==> src/rtl/prog_updown_counter.sv <==
// Programmable up/down counter with wrap/saturate/one-shot/auto-reload modes.
// Optional prescaler compiled in with `define PRESCALER_EN.
module prog_updown_counter #(
   parameter int               WIDTH      = 32,
   parameter logic [WIDTH-1:0] RESET_VAL  = {1'b0, {(WIDTH-1){1'b1}}},
   parameter int               PRESCALE_W = 8
) (
   input  logic                  clk,
   input  logic                  rst,
   input  logic                  en,
   input  logic                  up_dn,
   input  logic [1:0]            mode,
   input  logic                  start,
   input  logic                  stop,
   input  logic                  load,
   input  logic [WIDTH-1:0]      load_val,
`ifdef PRESCALER_EN
   input  logic [PRESCALE_W-1:0] presc,
`endif
   output logic [WIDTH-1:0]      out,
   output logic                  tc,
   output logic                  busy,
   output logic                  done
);

   typedef enum logic [1:0] {
      S_IDLE,
      S_RUN,
      S_DONE
   } state_t;

   state_t           r_state;
   state_t           w_state_nxt;
   logic [WIDTH-1:0] r_out;
   logic [WIDTH-1:0] r_rld;
   logic             r_tc;
   logic [WIDTH-1:0] w_out_nxt;
   logic [WIDTH-1:0] w_rld_nxt;
   logic             w_tc_nxt;
   logic [WIDTH-1:0] w_term;
   logic [WIDTH-1:0] w_inc;
   logic             w_at_t;
   logic             w_start_go;
   logic             w_run_en;
   logic             w_tick;
   logic             w_step;

   if (WIDTH < 2 || PRESCALE_W < 1) begin : g_bad_param
      $error("prog_updown_counter: WIDTH must be >= 2, PRESCALE_W >= 1");
   end

   assign w_term     = up_dn ? '1 : '0;
   assign w_at_t     = (r_out == w_term);
   assign w_inc      = up_dn ? r_out + WIDTH'(1) : r_out - WIDTH'(1);
   assign w_start_go = start && (r_state != S_RUN);
   assign w_run_en   = (r_state == S_RUN) && en && !load && !stop;
   assign w_step     = w_run_en && w_tick;

`ifdef PRESCALER_EN
   logic [PRESCALE_W-1:0] r_pcnt;
   logic                  w_clr_p;

   assign w_tick  = (r_pcnt == presc);
   assign w_clr_p = load || stop || w_start_go;

   always_ff @(posedge clk) begin
      if (rst || w_clr_p)
         r_pcnt <= '0;
      else if (w_run_en)
         r_pcnt <= w_tick ? '0 : r_pcnt + PRESCALE_W'(1);
   end
`else
   assign w_tick = 1'b1;
`endif

   always_comb begin
      w_state_nxt = r_state;
      w_out_nxt   = r_out;
      w_rld_nxt   = r_rld;
      w_tc_nxt    = 1'b0;
      if (load) begin
         w_out_nxt = load_val;
         w_rld_nxt = load_val;
         if (r_state == S_DONE)
            w_state_nxt = S_IDLE;
      end else if (stop) begin
         w_state_nxt = S_IDLE;
      end else if (w_start_go) begin
         w_state_nxt = S_RUN;
         if (r_state == S_DONE)
            w_out_nxt = r_rld;
      end else if (w_step) begin
         if (!w_at_t) begin
            w_out_nxt = w_inc;
            if (w_inc == w_term) begin
               w_tc_nxt = 1'b1;
               if (mode == 2'b10)
                  w_state_nxt = S_DONE;
            end
         end else begin
            // Already at T (e.g. started there): no tc is produced.
            unique case (mode)
               2'b00: w_out_nxt   = w_inc;
               2'b01: w_out_nxt   = r_out;
               2'b10: w_state_nxt = S_DONE;
               2'b11: w_out_nxt   = r_rld;
            endcase
         end
      end
   end

   always_ff @(posedge clk) begin
      if (rst) begin
         r_state <= S_IDLE;
         r_out   <= RESET_VAL;
         r_rld   <= RESET_VAL;
         r_tc    <= 1'b0;
      end else begin
         r_state <= w_state_nxt;
         r_out   <= w_out_nxt;
         r_rld   <= w_rld_nxt;
         r_tc    <= w_tc_nxt;
      end
   end

   assign out  = r_out;
   assign tc   = r_tc;
   assign busy = (r_state == S_RUN);
   assign done = (r_state == S_DONE);

endmodule

==> config.mk <==
export PLATFORM = sky130hd
export DESIGN_NAME = prog_updown_counter
export DESIGN_NICKNAME = d
export VERILOG_FILES = /design/src/rtl/prog_updown_counter.sv
export SDC_FILE = /design/constraint.sdc
export NUM_CORES = 1
export LEC_CHECK = 0
export BUFFER_PORTS_ARGS = -buffer_cell sky130_fd_sc_hd__buf_2
export CELL_PAD_IN_SITES_DETAIL_PLACEMENT = 1
export CELL_PAD_IN_SITES_GLOBAL_PLACEMENT = 2
export CORE_UTILIZATION = 33
export CTS_BUF_LIST = sky130_fd_sc_hd__clkbuf_4 sky130_fd_sc_hd__clkbuf_8
export DETAILED_ROUTE_END_ITERATION = 8
export PLACE_DENSITY = 0.87
export SYNTH_ARGS = -nofsm -noshare
export SYNTH_HDL_FRONTEND = slang
export SYNTH_SLANG_ARGS = --single-unit
==> constraint.sdc <==
create_clock -name clk -period 10.9 [get_ports clk]
set_input_delay 0.545 -clock clk [delete_from_list [all_inputs] [get_ports clk]]
set_output_delay 0.545 -clock clk [all_outputs]
set_load 0.01 [all_outputs]
-- After elaboration in Yosys (flattened, before gate mapping)
Index checks and enable logic that the tools add are counted.
- register bits after elaboration: 67
- output and inout port bits: 35
- word-level logic and storage cells: 49
- add/subtract/negate cells: 2
- equality and inequality tests: 11
- mux-type cells: 18
- bitwise gates (word level): 1
- reduce and logical (&&, ||, !) cells: 13
- operator list (cell ; number):
    $mux W32 ; 8
    $eq A32 B32 Y1 ; 2
    $pmux W32 S2 ; 1
    $add A32 B1 Y32 const B ; 1
    $sub A32 B1 Y32 const B ; 1
    $mux W2 ; 8
    $eq A2 B2 Y1 const B ; 3
    $ne A2 B1 Y1 const B ; 3
    $reduce_or A6 Y1 ; 1
    $ne A5 B2 Y1 const B ; 1
    $reduce_bool A5 Y1 ; 1
    $logic_and A1 B1 Y1 ; 4
    $reduce_and A4 Y1 ; 1
    $reduce_bool A4 Y1 ; 1
    $ne A3 B3 Y1 const B ; 1
    $reduce_and A3 Y1 ; 1
    $reduce_bool A3 Y1 ; 1
    $eq A2 B1 Y1 const B ; 1
    $logic_not A1 Y1 ; 2
    $logic_not A2 Y1 ; 1
    $mux W1 ; 1
    $not A1 Y1 ; 1

-- Longest topological paths before layout
- word-level depth: 9
- gate-level depth with buffers: 14
- depth with buffers taken out: 12

-- Worst setup path after synthesis
No wires, ideal clock.
- path kind: input-to-reg
- start point: in up_dn
- end point: reg r_state[0]
- library setup time: 0.127 ns
- arrival time: 3.948 ns
- required time: 10.773 ns
- slack: 6.825 ns
- stages on the path: 13
- path through: inv_1 > ha_1 > buf_6 > and3_1 > a221oi_2 > o211a_1 > o21ai_2 > o21a_4 > o311ai_4 > nand4b_1 > or4_4 > a2111oi_4 > nor3_1
- word-level cells in the longest chain between the ends: 7
- elaborated cells between the ends (all ways): 11
- classes of those cells: 2 x eq/ne; 7 x mux; 2 x reduce/logical
- ends and longest elaborated chain (what ; line ; source):
    from (decl) ; 11 ; input logic up_dn,
    $mux W32 ; 52 ; assign w_term = up_dn ? '1 : '0;
    $eq A32 B32 Y1 ; 53 ; assign w_at_t = (r_out == w_term);
    $mux W2 ; 93 ; if (!w_at_t) begin
    $mux W2 ; 92 ; end else if (w_step) begin
    $mux W2 ; 88 ; end else if (w_start_go) begin
    $mux W2 ; 86 ; end else if (stop) begin
    $mux W2 ; 81 ; if (load) begin
    to (signal assigned) ; 119 ; r_state <= w_state_nxt;
    to (decl) ; 32 ; state_t r_state;
Several ways; a longest one is shown, not always the timed one. The select of a mux whose other input is x is not followed.
A chain may end at the register's enable or synchronous reset.

-- Final worst setup path
- start point: in up_dn
- end point: reg r_out[2] (netlist: out[2])
- word-level cells in the longest chain between the ends: 7
- elaborated cells between the ends (all ways): 11
- classes of those cells: 2 x eq/ne; 8 x mux; 1 x reduce/logical
- ends and longest elaborated chain (what ; line ; source):
    $mux W32 (on tied branches) ; 52, 54 ;
    $eq A32 B32 Y1 / $pmux W32 S2 (equally long branches) ; 53, 102 ;
    $mux W32 ; 93 ;
    $mux W32 ; 92 ;
    $mux W32 ; 88 ;
    $mux W32 ; 86 ;
    $mux W32 ; 81 ;
    to (signal assigned) ; 120 ; r_out <= w_out_nxt;
    to (decl) ; 34 ; logic [WIDTH-1:0] r_out;
Several ways; a longest one is shown, not always the timed one. The select of a mux whose other input is x is not followed.

==> results.yml <==
status:
  outcome: "finished, final reports clean"
critical_path:
  r2r_slack_ns: 6.73
  cp_common_cell: "buf_4"
  worst-path-buf-inv: 4
  reg2reg_from: "out[8]"
  critPathSlowestCell: "o21ai_4"
  path_cells: "buf_2 -> inv_1 -> buf_4 -> ha_1 -> nand4_2 -> or4_4 -> or4_1 -> o21ai_4 -> buf_4 -> mux2i_1 -> nor2_1 -> a211oi_1 -> o21ai_0"
  rr_worst_depth: 10
  critPathArrivalTime_ns: 5.22
  path_delay_family: "simple AND/OR/NAND/NOR gates"
  r2r_end: "out[2]"
  crit_cells: 13
  worstSetupPathType: "primary input to register"
  end_kind: "register"
  start_kind: "primary input"
  cpPeakStageDelay_ns: 0.66
  worst-path-max-fanout: 26
  crit_required_ns: 11.14
pwr:
  p_leak_uw: 0.002497
  power_uw: 790.7
  p_comb_share_pct: 35.5
  seqPwrFrac_pct: 34.9
  power.net_switching_uw: 292.2
  p_int_uw: 498.6
  powerDensity_nw_per_um2: 136.4
  swShare_pct: 36.95
  vdd_drop_max_v: 0.00006135
  clockPowerShare_pct: 29.6
synthesis:
  synthesis.nets: 754
  async_reset_ff_share_pct: 0
  synth-adder-area-share_pct: 7.722
  ys.warnings.count: 0
  ys_seq_elements: 67
  yosysSeqAreaShare_pct: 26.20
  synth_area_um2: 5120
  yosys.area_share.simple_pct: 18.50
  synth_edf_count: 0
  synth_top_family_by_area: "compound AO/OA/AOI/OAI gates"
  synth_mux_area_share_pct: 3.519
  synth_flop_cell: "dfxtp_1"
  synthCells: 682
  synthXorXnorAreaFrac_pct: 5.083
  synth_cell_type_count: 77
  synth_compound_area_share_pct: 32.21
  avgSynthCellArea_um2: 7.507
layout:
  area_growth_pct: 13.20
  stdcell_area_um2: 5796
  layout.cells.most_common: "a21oi_1"
  final_cell_mix: "110 x a21oi_1, 75 x buf_2, 70 x o21ai_0"
  num_antenna_cells: 0
  drive_above_1_share_pct: 16.71
  num-nets-final: 804
  instances_no_fill: 924
clock_tree:
  cts-hold-fix-buffers: 0
  cts_resized: 0
  cts_tree: "yes"
  root_buffer: "clkbuf_8"
  cts.clk_slew.worst_paths_ns: 0.08
  h-tree-depth: 3
  cts_buffer_depth: 2
  cts_buffers: 9
  cts.sinks: 67
  cts_setup_buffers: 0
  clk_latency_ns: 0.37
global_routing:
  grt_start_max_net_pins: 98
  grt_pass1_vias: 5176
  track_usage_pct: 21.22
  grt_antenna_before_repair: 0
  grt_first_pass_wirelength_mm: 26.81
  grt-ovfl-total: 0
timing:
  period_share_pct: 45.65
  fmax_mhz: 201.0
  slew_viol_final: 0
  rsz0062_at_grt: "false"
  fin_crit_ns: 4.976
  hold_violations: 0
  maxSlewHeadroom_pct: 43.72
  fin_setup_tns_ns: 0
  setup_viol: 0
  tightest_slew_ns: 0.8442
  skew_ns: 0.01142
floorplanning:
  fp.dieW_um: 126.6
  core-area_um2: 15150
  row_count: 45
  start_util_pct: 33.80
  io-pin-count: 76
  die_height_um: 126.6
  die_area_um2: 16020
worst_hold_path:
  min_to: "r_rld[29]"
  whs_path_depth: 3
  min_path_type: "primary input to register"
  holdCritStartpoint: "load_val[29]"
placement:
  io_buffers: 75
  dpl.hpwl_mm: 12.61
  place_area_um2: 5580
  dp_cells: 909
  place_congestion: 0.8594
drt:
  dr_total_vias: 5219
  antenna_violating_nets_post_route: 0
  drt_first_pass_iters: 4
  post_drt_via_cell_ratio: 5.648
  drt_iter0_drc: 138
  drc: 0
  finalWirelength_mm: 16.37
  wl_per_cell_um: 17.71
run:
  maxCapViolations: 0
synth_stat cells (2+ instances only):
| library cell | number | area share, % |
|---|---|---|
| a211o_1 | 2 | 0.34 |
| a211oi_1 | 8 | 1.2 |
| a211oi_2 | 2 | 0.49 |
| a21o_1 | 11 | 1.6 |
| a21oi_1 | 110 | 11 |
| a21oi_2 | 3 | 0.51 |
| a221o_1 | 2 | 0.39 |
| a221oi_2 | 2 | 0.59 |
| a31oi_1 | 3 | 0.37 |
| and3_1 | 4 | 0.49 |
| buf_2 | 12 | 1.2 |
| buf_4 | 4 | 0.59 |
| clkbuf_1 | 22 | 1.6 |
| dfxtp_1 | 67 | 26 |
| ha_1 | 30 | 7.3 |
| inv_1 | 41 | 3.0 |
| mux2i_1 | 18 | 3.5 |
| nand2_1 | 41 | 3.0 |
| nand2_2 | 2 | 0.24 |
| nand2b_1 | 7 | 0.86 |
| nand3_1 | 15 | 1.5 |
| nand3b_1 | 3 | 0.44 |
| nand4_1 | 13 | 1.6 |
| nand4b_1 | 3 | 0.51 |
| nor2_1 | 66 | 4.8 |
| nor2b_1 | 2 | 0.24 |
| nor3_1 | 10 | 0.98 |
| nor4_1 | 6 | 0.73 |
| o211a_1 | 3 | 0.59 |
| o211ai_1 | 5 | 0.73 |
| o21a_1 | 5 | 0.73 |
| o21ai_0 | 70 | 6.8 |
| o21ai_1 | 15 | 1.5 |
| o21ai_2 | 2 | 0.34 |
| o21bai_1 | 2 | 0.29 |
| o31ai_1 | 3 | 0.44 |
| or4_1 | 2 | 0.29 |
| or4_4 | 2 | 0.44 |
| xnor2_1 | 18 | 3.1 |
| xnor2_2 | 2 | 0.64 |
| xor2_1 | 8 | 1.4 |
routing by layer:
metal / routed length, µm / up-vias / GRT usage, % / part of all wire (%)
li1: - / 2563 / - / -
met4: 357 / 0 / 8.434 / 2.2
met3: 661 / 26 / 3.416 / 4.0
met2: 7671 / 111 / 35.36 / 47
met1: 7674 / 2519 / 27.35 / 47
met5: 0 / - / 0 / 0
tightest hold or removal path, cell delays in order:
cell and delay, ns:
buf_2 0.08, a21oi_1 0.06, o21ai_0 0.06
how the worst max path moves through the flow:
stage	from	endpoint	slack (ns)
floorplan	up_dn	r_state[0]	6.83
global placement	up_dn	out[2]	5.67
detailed placement	up_dn	out[2]	5.51
CTS	up_dn	out[2]	5.89
global route	up_dn	out[2]	5.63
finish	up_dn	out[2]	5.92
sequential cells by signal (all words and copies together) (netlist names):
signal	flops
out	32
r_state	2
tc	1
r_rld	32
cell families (layout without fill, tap and decap cells):
kind of cell | after synthesis | after routing
buffers and inverters | 82 | 136
xor gates and xnor gates | 28 | 28
muxes | 18 | 18
adders and majority gates | 31 | 31
and+or+nand+nor | 188 | 188
AOI/OAI and AO/OA | 268 | 268
DFF | 67 | 67
cell type report:
cell class,count,area (µm²)
Tap cell,188,235.2
Timing Repair Buffer,79,405.4
Fill cell,1912,9350
Clock buffer,10,137.6
Inverter,42,157.7
Clock inverter,5,77.57
Sequential cell,67,1341
Multi-Input combinational cell,533,3441
power by group through the flow:
stage	sequential (µW)	combinational, µW	clock (µW)
2_1_floorplan	280	202	0
3_5_place_dp	282	278	0
4_1_cts	276	280	241
3_3_place_gp	281	269	0
5_1_grt	278	312	254
6_report	276	281	234
metrics by stage:
stage          setup slack (ns)  hold WS [ns]  utilization, %
3_3_place_gp              5.668        0.4417           36.84
4_1_cts                   5.888        0.3892           38.27
3_5_place_dp              5.514        0.4473           36.84
2_1_floorplan             6.825        0.4298               -
5_1_grt                   5.630        0.4042           38.27
6_report                  5.924        0.3985           38.27
Power figures use the tool's default switching activity.
